==> src/rtl/sid_multi_writer.sv <==
// sid_multi_writer
//   Buffers SID register-write frames from the SPI decoder in a FIFO. It
//   replays them onto a shared SID bus with one chip select per chip, at
//   most one write per sid_clk period, and sequences the SID reset pulse
//   after system reset.
//
// Optional feature (macro SID_MIRROR_EN):
//   When defined, a shadow copy of every chip's 32 registers is kept and
//   can be read back through rd_chip/rd_addr -> rd_data (1 clk latency).
//   When undefined, rd_data is tied to 0 and rd_chip/rd_addr are ignored.
//
// Ports:
//   clk, rst_n            system clock, asynchronous active-low reset
//   wr_valid/wr_ready     write-frame handshake (ready = FIFO not full)
//   wr_chip/wr_bcast      target chip index, or broadcast to all chips
//   wr_addr/wr_data       SID register address / data
//   ovf_clr               clears the sticky overflow flag
//   sid_clk               SID phase-2 clock (CLK_DIV clk cycles per period)
//   sid_addr/sid_data     shared SID bus
//   sid_cs_n              active-low chip selects, one per chip
//   sid_rw                1 = read/idle, 0 = write
//   sid_rst               active-low SID reset
//   fifo_level            current FIFO occupancy
//   overflow              sticky, set when a frame is dropped
//   busy                  reset sequence running, FIFO non-empty or write active
//   rd_chip/rd_addr       mirror read address
//   rd_data               mirror read data
module sid_multi_writer #(
  parameter int NUM_SID    = 2,
  parameter int FIFO_DEPTH = 16,
  parameter int CLK_DIV    = 16,
  parameter int RST_CYCLES = 16,
  localparam int CHIP_W    = (NUM_SID > 1) ? $clog2(NUM_SID) : 1,
  localparam int LVL_W     = $clog2(FIFO_DEPTH) + 1
) (
  input  logic               clk,
  input  logic               rst_n,
  input  logic               wr_valid,
  output logic               wr_ready,
  input  logic [CHIP_W-1:0]  wr_chip,
  input  logic               wr_bcast,
  input  logic [4:0]         wr_addr,
  input  logic [7:0]         wr_data,
  input  logic               ovf_clr,
  output logic               sid_clk,
  output logic [4:0]         sid_addr,
  output logic [7:0]         sid_data,
  output logic [NUM_SID-1:0] sid_cs_n,
  output logic               sid_rw,
  output logic               sid_rst,
  output logic [LVL_W-1:0]   fifo_level,
  output logic               overflow,
  output logic               busy,
  input  logic [CHIP_W-1:0]  rd_chip,
  input  logic [4:0]         rd_addr,
  output logic [7:0]         rd_data
);

  localparam int PTR_W  = $clog2(FIFO_DEPTH);
  localparam int ENT_W  = 1 + CHIP_W + 5 + 8;
  localparam int CNT_W  = $clog2(CLK_DIV);
  localparam int RCNT_W = $clog2(RST_CYCLES + 1);

  typedef enum logic [1:0] {
    S_RESET = 2'd0,
    S_IDLE  = 2'd1,
    S_WRITE = 2'd2
  } state_t;

  // Phase-clock divider
  logic [CNT_W-1:0] r_cnt;
  logic [CNT_W-1:0] w_cnt_nxt;
  logic             r_sid_clk;
  logic             w_fall;
  logic             w_stb;

  assign w_fall    = (r_cnt == CNT_W'(CLK_DIV - 1));
  assign w_cnt_nxt = w_fall ? '0 : r_cnt + CNT_W'(1);
  // Bus changes one clk after the cycle where sid_clk fell, giving hold
  // time after the SID latching edge.
  assign w_stb     = (r_cnt == CNT_W'(1));

  always_ff @(posedge clk or negedge rst_n) begin
    if (!rst_n) begin
      r_cnt     <= '0;
      r_sid_clk <= 1'b0;
    end else begin
      r_cnt     <= w_cnt_nxt;
      r_sid_clk <= (w_cnt_nxt >= CNT_W'(CLK_DIV / 2));
    end
  end

  // Write FIFO
  logic [ENT_W-1:0]  r_mem [FIFO_DEPTH];
  logic [PTR_W-1:0]  r_wptr;
  logic [PTR_W-1:0]  r_rptr;
  logic [LVL_W-1:0]  r_level;
  logic              r_overflow;
  logic              w_full;
  logic              w_empty;
  logic              w_push;
  logic              w_drop;
  logic              w_pop;
  logic [ENT_W-1:0]  w_head;
  logic              w_h_bcast;
  logic [CHIP_W-1:0] w_h_chip;
  logic [4:0]        w_h_addr;
  logic [7:0]        w_h_data;
  logic              w_h_valid;
  logic [NUM_SID-1:0] w_h_sel_n;

  assign w_full   = (r_level == LVL_W'(FIFO_DEPTH));
  assign w_empty  = (r_level == '0);
  assign wr_ready = !w_full;
  assign w_push   = wr_valid && !w_full;
  assign w_drop   = wr_valid && w_full;

  always_ff @(posedge clk) begin
    if (w_push) begin
      r_mem[r_wptr] <= {wr_bcast, wr_chip, wr_addr, wr_data};
    end
  end

  always_ff @(posedge clk or negedge rst_n) begin
    if (!rst_n) begin
      r_wptr     <= '0;
      r_rptr     <= '0;
      r_level    <= '0;
      r_overflow <= 1'b0;
    end else begin
      if (w_push) r_wptr <= r_wptr + PTR_W'(1);
      if (w_pop)  r_rptr <= r_rptr + PTR_W'(1);
      case ({w_push, w_pop})
        2'b10:   r_level <= r_level + LVL_W'(1);
        2'b01:   r_level <= r_level - LVL_W'(1);
        default: r_level <= r_level;
      endcase
      // A drop in the same cycle as a clear keeps the flag set.
      if (w_drop)       r_overflow <= 1'b1;
      else if (ovf_clr) r_overflow <= 1'b0;
    end
  end

  assign w_head    = r_mem[r_rptr];
  assign w_h_bcast = w_head[ENT_W-1];
  assign w_h_chip  = w_head[13 +: CHIP_W];
  assign w_h_addr  = w_head[12:8];
  assign w_h_data  = w_head[7:0];
  // Frames aimed at a non-existent chip are consumed without a bus write.
  assign w_h_valid = w_h_bcast || ({1'b0, w_h_chip} < (CHIP_W + 1)'(NUM_SID));

  always_comb begin
    w_h_sel_n = '1;
    for (int i = 0; i < NUM_SID; i++) begin
      w_h_sel_n[i] = !(w_h_bcast || (w_h_chip == CHIP_W'(i)));
    end
  end

  // Bus sequencer
  state_t             r_state;
  state_t             w_state_nxt;
  logic [RCNT_W-1:0]  r_rcnt;
  logic [RCNT_W-1:0]  w_rcnt_nxt;
  logic               r_sid_rst;
  logic               w_rst_nxt;
  logic [NUM_SID-1:0] r_cs_n;
  logic [NUM_SID-1:0] w_cs_nxt;
  logic               r_rw;
  logic               w_rw_nxt;
  logic [4:0]         r_addr;
  logic [4:0]         w_addr_nxt;
  logic [7:0]         r_data;
  logic [7:0]         w_data_nxt;
  logic               w_shadow_we;

  always_ff @(posedge clk or negedge rst_n) begin
    if (!rst_n) begin
      r_state   <= S_RESET;
      r_rcnt    <= '0;
      r_sid_rst <= 1'b0;
      r_cs_n    <= '1;
      r_rw      <= 1'b1;
      r_addr    <= '0;
      r_data    <= '0;
    end else begin
      r_state   <= w_state_nxt;
      r_rcnt    <= w_rcnt_nxt;
      r_sid_rst <= w_rst_nxt;
      r_cs_n    <= w_cs_nxt;
      r_rw      <= w_rw_nxt;
      r_addr    <= w_addr_nxt;
      r_data    <= w_data_nxt;
    end
  end

  always_comb begin
    w_state_nxt = r_state;
    w_rcnt_nxt  = r_rcnt;
    w_rst_nxt   = r_sid_rst;
    w_cs_nxt    = r_cs_n;
    w_rw_nxt    = r_rw;
    w_addr_nxt  = r_addr;
    w_data_nxt  = r_data;
    w_pop       = 1'b0;
    w_shadow_we = 1'b0;
    case (r_state)
      S_RESET: begin
        // Count sid_clk falls; release sid_rst on the next update strobe.
        if (w_fall && (r_rcnt != RCNT_W'(RST_CYCLES))) begin
          w_rcnt_nxt = r_rcnt + RCNT_W'(1);
        end
        if (w_stb && (r_rcnt == RCNT_W'(RST_CYCLES))) begin
          w_rst_nxt   = 1'b1;
          w_state_nxt = S_IDLE;
        end
      end
      S_IDLE, S_WRITE: begin
        if (w_stb) begin
          if (!w_empty) begin
            w_pop = 1'b1;
            if (w_h_valid) begin
              w_cs_nxt    = w_h_sel_n;
              w_rw_nxt    = 1'b0;
              w_addr_nxt  = w_h_addr;
              w_data_nxt  = w_h_data;
              w_shadow_we = 1'b1;
              w_state_nxt = S_WRITE;
            end else begin
              w_cs_nxt    = '1;
              w_rw_nxt    = 1'b1;
              w_state_nxt = S_IDLE;
            end
          end else begin
            // Address and data keep their last value when the bus idles.
            w_cs_nxt    = '1;
            w_rw_nxt    = 1'b1;
            w_state_nxt = S_IDLE;
          end
        end
      end
      default: w_state_nxt = S_RESET;
    endcase
  end

`ifdef SID_MIRROR_EN
  // Shadow register mirror
  logic [7:0] r_shadow [NUM_SID][32];
  logic [4:0] r_clr_idx;
  logic [7:0] r_rd_data;

  always_ff @(posedge clk or negedge rst_n) begin
    if (!rst_n) begin
      r_clr_idx <= '0;
    end else if (r_state == S_RESET) begin
      r_clr_idx <= r_clr_idx + 5'd1;
    end
  end

  // One address (across all chips) is cleared per clk while the reset
  // sequence runs; the sequence is far longer than 32 clk.
  always_ff @(posedge clk) begin
    for (int i = 0; i < NUM_SID; i++) begin
      if (r_state == S_RESET) begin
        r_shadow[i][r_clr_idx] <= 8'h00;
      end else if (w_shadow_we && (w_h_bcast || (w_h_chip == CHIP_W'(i)))) begin
        r_shadow[i][w_h_addr] <= w_h_data;
      end
    end
  end

  always_ff @(posedge clk or negedge rst_n) begin
    if (!rst_n) begin
      r_rd_data <= '0;
    end else if ({1'b0, rd_chip} < (CHIP_W + 1)'(NUM_SID)) begin
      r_rd_data <= r_shadow[rd_chip][rd_addr];
    end else begin
      r_rd_data <= '0;
    end
  end

  assign rd_data = r_rd_data;
`else
  logic w_mirror_unused;
  assign w_mirror_unused = ^{rd_chip, rd_addr, w_shadow_we};
  assign rd_data = 8'h00;
`endif

  assign sid_clk    = r_sid_clk;
  assign sid_addr   = r_addr;
  assign sid_data   = r_data;
  assign sid_cs_n   = r_cs_n;
  assign sid_rw     = r_rw;
  assign sid_rst    = r_sid_rst;
  assign fifo_level = r_level;
  assign overflow   = r_overflow;
  assign busy       = (r_state != S_IDLE) || !w_empty;

endmodule

==> config.mk <==
export PLATFORM = sky130hd
export DESIGN_NAME = sid_multi_writer
export DESIGN_NICKNAME = d
export VERILOG_FILES = /design/src/rtl/sid_multi_writer.sv
export SDC_FILE = /design/constraint.sdc
export NUM_CORES = 1
export LEC_CHECK = 0
export CORE_MARGIN = 2
export CORE_UTILIZATION = 64
export CTS_CLUSTER_DIAMETER = 30
export CTS_CLUSTER_SIZE = 12
export DETAILED_ROUTE_END_ITERATION = 7
export GPL_TIMING_DRIVEN = 0
export PLACE_DENSITY = 0.95
export SLEW_MARGIN = 20
export SYNTH_ARGS = -nofsm -noshare
export SYNTH_HDL_FRONTEND = slang
export SYNTH_SLANG_ARGS = --single-unit
export TNS_END_PERCENT = 30
==> constraint.sdc <==
create_clock -name clk -period 7.3 [get_ports clk]
set_input_delay 1.46 -clock clk [delete_from_list [all_inputs] [get_ports clk]]
set_output_delay 1.46 -clock clk [all_outputs]
set_load 0.1 [all_outputs]
## Word level (Yosys, flattened, before mapping)

Memory sizes are Yosys's and may differ from the RTL's.
Cells that the tools add are included.

- Register bits after elaboration: 43
- Bits in writable memories: 240
- Output and inout bits: 34
- Word-level logic and storage cells: 71
- Memories kept: 1

- Add/sub/neg operators: 6
- $lt $le $gt $ge: 1
- Equal/unequal tests: 12
- Muxes and demuxes: 15
- Bitwise operators: 2
- Reduce and logical (&&, ||, !) cells: 21

Memories:

| name | words | bits a word | read ports | clocked after memory_dff | write ports | RTL line | RTL |
|---|---|---|---|---|---|---|---|
| r_mem | 16 | 15 | 1 | 0 | 1 | 94 | `logic [ENT_W-1:0] r_mem [FIFO_DEPTH];` |

Operators with widths:

| kind | count |
|---|---|
| $add 4x1->4 const B | 3 |
| $add 5x1->5 const B | 2 |
| $eq 5x5->1 const B | 2 |
| $pmux 5 s2 | 1 |
| $mux 1 | 8 |
| $mux 2 | 4 |
| $reduce_and 2->1 | 4 |
| $logic_not 5->1 | 1 |
| $ne 5x5->1 const B | 1 |
| $sub 5x1->5 const B | 1 |
| $eq 2x1->1 const B | 2 |
| $eq 2x2->1 const B | 2 |
| $eq 4x1->1 const B | 1 |
| $eq 4x4->1 const B | 1 |
| $ge 4x4->1 const B | 1 |
| $logic_and 1x1->1 | 4 |
| $logic_not 1->1 | 4 |
| $mux 4 | 1 |
| $ne 2x2->1 const B | 2 |
| $pmux 2 s2 | 1 |
| $reduce_bool 2->1 | 2 |
| $logic_or 1x1->1 | 3 |
| $reduce_and 3->1 | 1 |
| $logic_not 2->1 | 1 |
| other kinds (3) | 4 |

## Logic depth before layout (Yosys ltp)

Gate-level depths: netlist of the first run.

- Depth after elaboration: 6
- Mapped depth: 16
- Mapped depth without buffers: 13

## Worst setup path before layout of the first run

No wires, ideal clock.

- Path kind: flip-flop to flip-flop
- Start: reg r_level[2], in the netlist fifo_level[2]
- End: reg r_level[4], in the netlist fifo_level[4]
- Arrival time: 4.029 ns
- Required time: 7.140 ns
- Path slack: 3.111 ns
- Stages on the path, launching flop included: 16
- Path buffers: 3
- Cell sequence: dfrtp_1 -> clkbuf_2 -> nor4_2 -> nand2_1 -> and2_1 -> clkbuf_1 -> inv_1 -> ha_1 -> clkbuf_1 -> xor2_1 -> ha_1 -> o21a_1 -> o21ai_0 -> o21bai_1 -> mux2i_1 -> xnor2_1

RTL lines:

| element | RTL line | RTL |
|---|---|---|
| start, declared | 97 | `logic [LVL_W-1:0] r_level;` |
| start signal, assigned | 134 | `2'b10: r_level <= r_level + LVL_W'(1);` |
| start signal, assigned | 135 | `2'b01: r_level <= r_level - LVL_W'(1);` |
| start signal, assigned | 136 | `default: r_level <= r_level;` |
| $eq 5x5->1 * | 112 | `assign w_full = (r_level == LVL_W'(FIFO_DEPTH));` |
| $logic_not 1->1 * | -- |  |
| named net wr_ready | 39 | `output logic wr_ready,` |
| $logic_and 1x1->1 * | 115 | `assign w_push = wr_valid && !w_full;` |
| $eq 2x1->1 or $eq 2x2->1 (tied branches) | 133 | `case ({w_push, w_pop})` |
| $pmux 5 s2 or $reduce_bool 2->1 (tied branches) | -- |  |

Mark *: on every way through the listed nets, which the timed path passes. The rest lies on a longest branch.
A chain may end at the register's enable or synchronous reset.

## Worst setup path after layout of the first run

- Start: reg r_level[2], in the netlist fifo_level[2]
- End: out busy

- Cells in the longest elaborated chain, start to end: 3

Ends and longest elaborated chain:

| element | RTL line | RTL |
|---|---|---|
| $logic_not 5->1 | 113 | `assign w_empty = (r_level == '0);` |
| $logic_not 1->1 | 296 | `assign busy = (r_state != S_IDLE) \|\| !w_empty;` |
| $logic_or 1x1->1 | 296 |  |
| end, declared | 53 | `output logic busy,` |

Every way passes these cells.

==> impl_metrics.yaml, run 1 <==
run_status:
  outcome: "completed"
route:
  wl_per_cell_um: 30.1
  num_vias: 6241
  dr.pass1.iters: 5
  wirelength_mm: 28.5
  drc: 0
  drtIter0Drc: 716
  antenna_left: 0
  via_per_inst: 6.58
critical_path:
  worstSetupStartpoint: "fifo_level[2]"
  path_class: "register to primary output"
  cp-end-kind: "primary output"
  worst-r2r-setup-slack_ns: 3.61
  r2r-end: "fifo_level[4]"
  crit_path_start_kind: "register"
  cp_data_required_time_ns: 5.84
  critPathCapture: "busy"
  rr_worst_depth: 16
  cp.arrival_ns: 2.69
  rr_startpoint: "r_state[1]"
  critPathMaxFanout: 7
sta:
  finClkSkew_ns: 0.0178
  clock.fmax_mhz: 241
  fin_hold_ws_ns: 0.465
  finalHoldViolations: 0
  rsz0062_at_grt: "no"
  setup_slack_ns: 3.15
  post-route-period-util: 0.568
  report.final.slew_viol_count: 0
  slew_headroom: 0.326
  fin_crit_ns: 4.15
  tightest_slew_ns: 1.01
  setup_viol: 0
  fin_tns_setup_ns: 0
logic_synthesis:
  synth_fa_ha_area_frac: 0.0176
  synthFlopType: "edfxtp_1"
  synth_edf_count: 240
  synth_area_mm2: 0.0114
  syn_avg_cell_area_um2: 19.7
  synth_xor_area_frac: 0.0131
  synth-seq-cells: 282
  yosys.area_share.simple: 0.0421
  synth_cell_types: 40
  yosys_warnings: 0
  postSynth.asyncResetShare: 0.149
  synth_top_family_by_area: "multiplexers"
  postSynthCellCount: 576
  synth.area.mux_share: 0.162
  ys_seq_area_frac: 0.727
  synth_compound_area_frac: 0.0133
final_layout:
  layout.area.seq_mm2: 0.00826
  drive_gt1_frac: 0.235
  multi_input_area_mm2: 0.00290
  layout_common_cells: "edfxtp_1 (240), nand2_1 (60), clkbuf_16 (43), clkdlybuf4s50_1 (43), mux4_1 (40)"
  final_core_util: 0.798
  final_common_cell: "edfxtp_1"
  instances_no_fill: 948
  fillers: 801
  syn_to_final_growth_pct: 21.9
  nets: 731
  antenna_cells: 0
clocking:
  cts_setup_buffers: 0
  cts_htree_levels: 2
  hold_buffers: 0
  tritoncts: "built"
  clock-sinks: 282
  cts_resized: 0
  clock_path_buffers: 3
  cts_root_buf: "clkbuf_16"
  cts.reportedPaths.clkPinSlew_ns: 0.05
  cts_made_buffers: 42
  clk_latency_ns: 0.53
die:
  rows: 48
  core_area_mm2: 0.0174
  die-area_mm2: 0.0188
  initial_utilization: 0.655
  fp.dieW_um: 137
  die_y_um: 137
  io_pins: 59
placed_design:
  dp_hpwl_mm: 16.8
  gp_congestion: 0.800
  pre_cts_ws_ns: 3.04
  port_buffers: 44
  place_inst: 871
global_routing:
  track_usage: 0.324
  grt_pass1_wl_mm: 41.9
  grt_max_degree: 31
  antenna_found_initial: 0
  gr-total-overflow: 0
  grt_pass1_vias: 6578
power_and_ir_drop:
  peakVddDrop_mv: 0.311
  total_leakage_power_uw: 0.00489
  p_per_area_mw_per_mm2: 332
job:
  maxCapViolCount: 0
min_path:
  hold_path_class: "register to register"
  min_path_cells: 1
==> flip-flops by register name (all words and copies together) (netlist names) <==
register and flops:
fifo_level 5, overflow 1, r_cnt 4, r_mem 240
r_rcnt 5, r_rptr 4, r_state 2, r_wptr 4
sid_addr 5, sid_cs_n 2, sid_data 8, sid_rst 1
sid_rw 1
==> area by class of cell <==
class	count	area share
Sequential cell	282	0.596
Multi-Input combinational cell	252	0.209
Clock buffer	48	0.0805
Timing Repair Buffer	63	0.0491
Clock inverter	29	0.0245
Tap cell	225	0.0203
Buffer	37	0.0170
Inverter	12	0.00325
==> Yosys cell counts (4+ instances only) <==
master / n / area (um2)
xnor2_1: 12 / 105
nand4_1: 4 / 25.0
nand3_1: 7 / 35.0
dfrtp_1: 39 / 976
nor2_1: 21 / 78.8
o21ai_0: 8 / 40.0
a21oi_1: 6 / 30.0
ha_1: 16 / 200
nand2_1: 60 / 225
inv_1: 12 / 45.0
mux4_2: 33 / 743
edfxtp_1: 240 / 7210
clkbuf_1: 14 / 52.6
nor3_1: 4 / 20.0
buf_4: 9 / 67.6
mux4_1: 40 / 1050
buf_2: 4 / 20.0
buf_6: 6 / 67.6
nand2b_1: 5 / 31.3
xor2_1: 5 / 43.8
==> worst min-delay path by stage <==
stage / start / endpoint / slack, ns
floorplan: r_rcnt[4] / r_rcnt[4] / 0.45
global placement: sid_rst / sid_rst / 0.44
detailed placement: sid_rst / sid_rst / 0.45
CTS: sid_rst / sid_rst / 0.46
global route: sid_rst / sid_rst / 0.50
finish: sid_rst / sid_rst / 0.46
==> metrics by stage <==
| stage | power [uW] | area, um2 |
|---|---|---|
| floorplan | 2310 | 11400 |
| global placement | 2440 | 12100 |
| detailed placement | 2530 | 12400 |
| CTS | 4600 | 13900 |
| global route | 4720 | 13900 |
| finish | 4600 | 13900 |
==> power by group <==
| part | internal [uW] | switching, uW | leakage (uW) |
|---|---|---|---|
| Combinational | 162 | 393 | 0.00148 |
| Clock | 1290 | 771 | 0.000695 |
| Sequential | 1920 | 60.3 | 0.00271 |
==> worst max-delay path: stages, from the launching register on <==
cell	delay [ns]
dfrtp_1	0.37
clkbuf_2	0.16
nor4_2	0.36
and2b_1	0.24
nand2_1	0.07
clkdlybuf4s50_1	0.96
==> cells by family after synthesis <==
family / Yosys count
DFF: 282
and+or+nand+nor: 109
muxes: 77
buffers and inverters: 49
AOI/OAI and AO/OA: 25
xor gates and xnor gates: 17
adders and majority gates: 16
other: 1
==> layer usage <==
metal	global-route usage	up-vias	part of all wire
met5	0	-	0
met4	0.144	0	0.040
met1	0.411	3237	0.36
met2	0.549	404	0.52
met3	0.0651	78	0.078
li1	-	2522	-
Power figures use the tool's default switching activity.
==> run 2: changes to the inputs <==
Settings changed: CORE_UTILIZATION 64 to 60, PLACE_DENSITY 0.95 to 0.92.
Clock period 7.3 ns to 4 ns, I/O delays scaled along.
==> run 2 against run 1 <==
Combinational power grew 82%. Largest power group unchanged. Largest cell class unchanged. Via count fell by 1.8%. Global-route usage fell by 4.1 points. Final area increased by 0.34%.
==> impl_metrics.yaml, run 2 (synthesized netlist as in run 1, its figures left out) <==
critical_path:
  path_class: "register to register"
  r2r-end: "fifo_level[4]"
  crit_path_start_kind: "register"
  cp-end-kind: "register"
  rr_worst_depth: 16
  critPathMaxFanout: 11
  rr_startpoint: "fifo_level[2]"
  worst-r2r-setup-slack_ns: 0.44
  cp_data_required_time_ns: 4.46
  cp.arrival_ns: 4.01
sta:
  setup_viol: 0
  tightest_slew_ns: 1.00
  clock.fmax_mhz: 281
  finClkSkew_ns: 0.0151
  report.final.slew_viol_count: 0
  slew_headroom: 0.329
  setup_slack_ns: 0.445
  rsz0062_at_grt: "no"
  post-route-period-util: 0.889
  finalHoldViolations: 0
  fin_tns_setup_ns: 0
  fin_crit_ns: 3.56
power_and_ir_drop:
  p_total_uw: 8350
  peakVddDrop_mv: 0.396
  total_leakage_power_uw: 0.00491
  p_per_area_mw_per_mm2: 600
die:
  die-area_mm2: 0.0201
  initial_utilization: 0.609
  io_pins: 59
  core_area_mm2: 0.0186
  fp.dieW_um: 142
  die_y_um: 142
  rows: 50
placed_design:
  placed_area_mm2: 0.0124
  pre_cts_ws_ns: 0.404
  dp_hpwl_mm: 16.6
  place_inst: 882
  port_buffers: 44
  gp_congestion: 0.791
job:
  maxCapViolCount: 0
final_layout:
  syn_to_final_growth_pct: 22.4
  nets: 735
  antenna_cells: 0
  final_common_cell: "edfxtp_1"
  layout_common_cells: "edfxtp_1 (240), nand2_1 (59), clkbuf_16 (44)"
  instances_no_fill: 963
  largest_reg_flops: 240
  fillers: 980
  final_cell_area_mm2: 0.0139
  registers.top_by_ff_count: "r_mem"
  drive_gt1_frac: 0.241
clocking:
  cts.reportedPaths.clkPinSlew_ns: 0.05
  clock-sinks: 282
  cts_htree_levels: 2
  clock_path_buffers: 3
  cts_setup_buffers: 0
  hold_buffers: 0
  tritoncts: "built"
  clk_latency_ns: 0.54
  cts_resized: 0
  cts_made_buffers: 44
  cts_root_buf: "clkbuf_16"
global_routing:
  grt_pass1_vias: 6490
  grt_max_degree: 26
  gr-total-overflow: 0
  grt_pass1_wl_mm: 40.0
  track_usage: 0.283
  antenna_found_initial: 0
route:
  antenna_left: 0
  wirelength_mm: 26.9
  via_per_inst: 6.37
  drtIter0Drc: 648
  wl_per_cell_um: 27.9
  drc: 0
  num_vias: 6130
  dr.pass1.iters: 5
min_path:
  hold_path_class: "primary input to async pin"
run_status:
  outcome: "completed"
[run 2: cell count changes in the layout (fill, tap and decap cells not counted), moves of 2 or more]
cell | before | now
buf_8 | 13 | 9
bufinv_16 | 5 | 2
inv_6 | 6 | 8
clkinv_4 | 7 | 2
clkbuf_1 | 17 | 19
inv_8 | 1 | 5
buf_4 | 15 | 12
clkbuf_8 | 2 | 5
buf_6 | 6 | 15
[run 2: metrics by stage]
step	utilization	hold WS [ns]
5_1_grt	0.746	0.213
3_5_place_dp	0.667	0.462
6_report	0.746	0.205
3_3_place_gp	0.650	0.442
2_1_floorplan	-	0.446
4_1_cts	0.746	0.205
[run 2: layout make-up]
class	count	area [um2]	area share
Sequential cell	282	8260	0.594
Multi-Input combinational cell	252	2900	0.209
Clock buffer	54	1190	0.0855
Timing Repair Buffer	65	699	0.0503
Tap cell	234	293	0.0211
Clock inverter	27	280	0.0202
Buffer	37	235	0.0169
Inverter	12	45.0	0.00324
[run 2: where the power goes]
part	total [uW]	switching, uW	internal, uW
combinational	1010	709	300
clock	3740	1440	2300
sequential	3600	103	3490
total	8350	2250	6100
[run 2: worst max-delay path, stage by stage (launching register included)]
cell      delay, ns
dfrtp_1        0.37
clkbuf_2       0.17
nor4_2         0.38
and2b_1        0.27
nand2b_1       0.13
buf_4          0.16
inv_1          0.06
buf_2          0.24
ha_1           0.25
clkbuf_1       0.22
xor2_1         0.22
ha_1           0.24
o21a_1         0.18
o21ai_0        0.18
o21bai_1       0.10
mux2i_1        0.18
xnor2_1        0.13
[run 2: metal layers]
layer | vias up | GRT usage | wire length, um
met5 | - | 0 | 0
met2 | 369 | 0.483 | 13900
met4 | 0 | 0.146 | 1240
met3 | 73 | 0.0577 | 2110
met1 | 3146 | 0.346 | 9580
li1 | 2542 | - | -
[run 2: worst max-delay path by stage]
| stage | start | to | slack (ns) | depth (start not counted) |
|---|---|---|---|---|
| floorplan | fifo_level[2] | fifo_level[4] | 0.08 | 15 |
| global placement | wr_valid | r_mem[3][9] | -0.55 | 5 |
| detailed placement | wr_valid | fifo_level[4] | 0.40 | 13 |
| CTS | fifo_level[2] | busy | 0.43 | 5 |
| global route | fifo_level[2] | fifo_level[4] | 0.14 | 16 |
| finish | fifo_level[2] | fifo_level[4] | 0.44 | 16 |
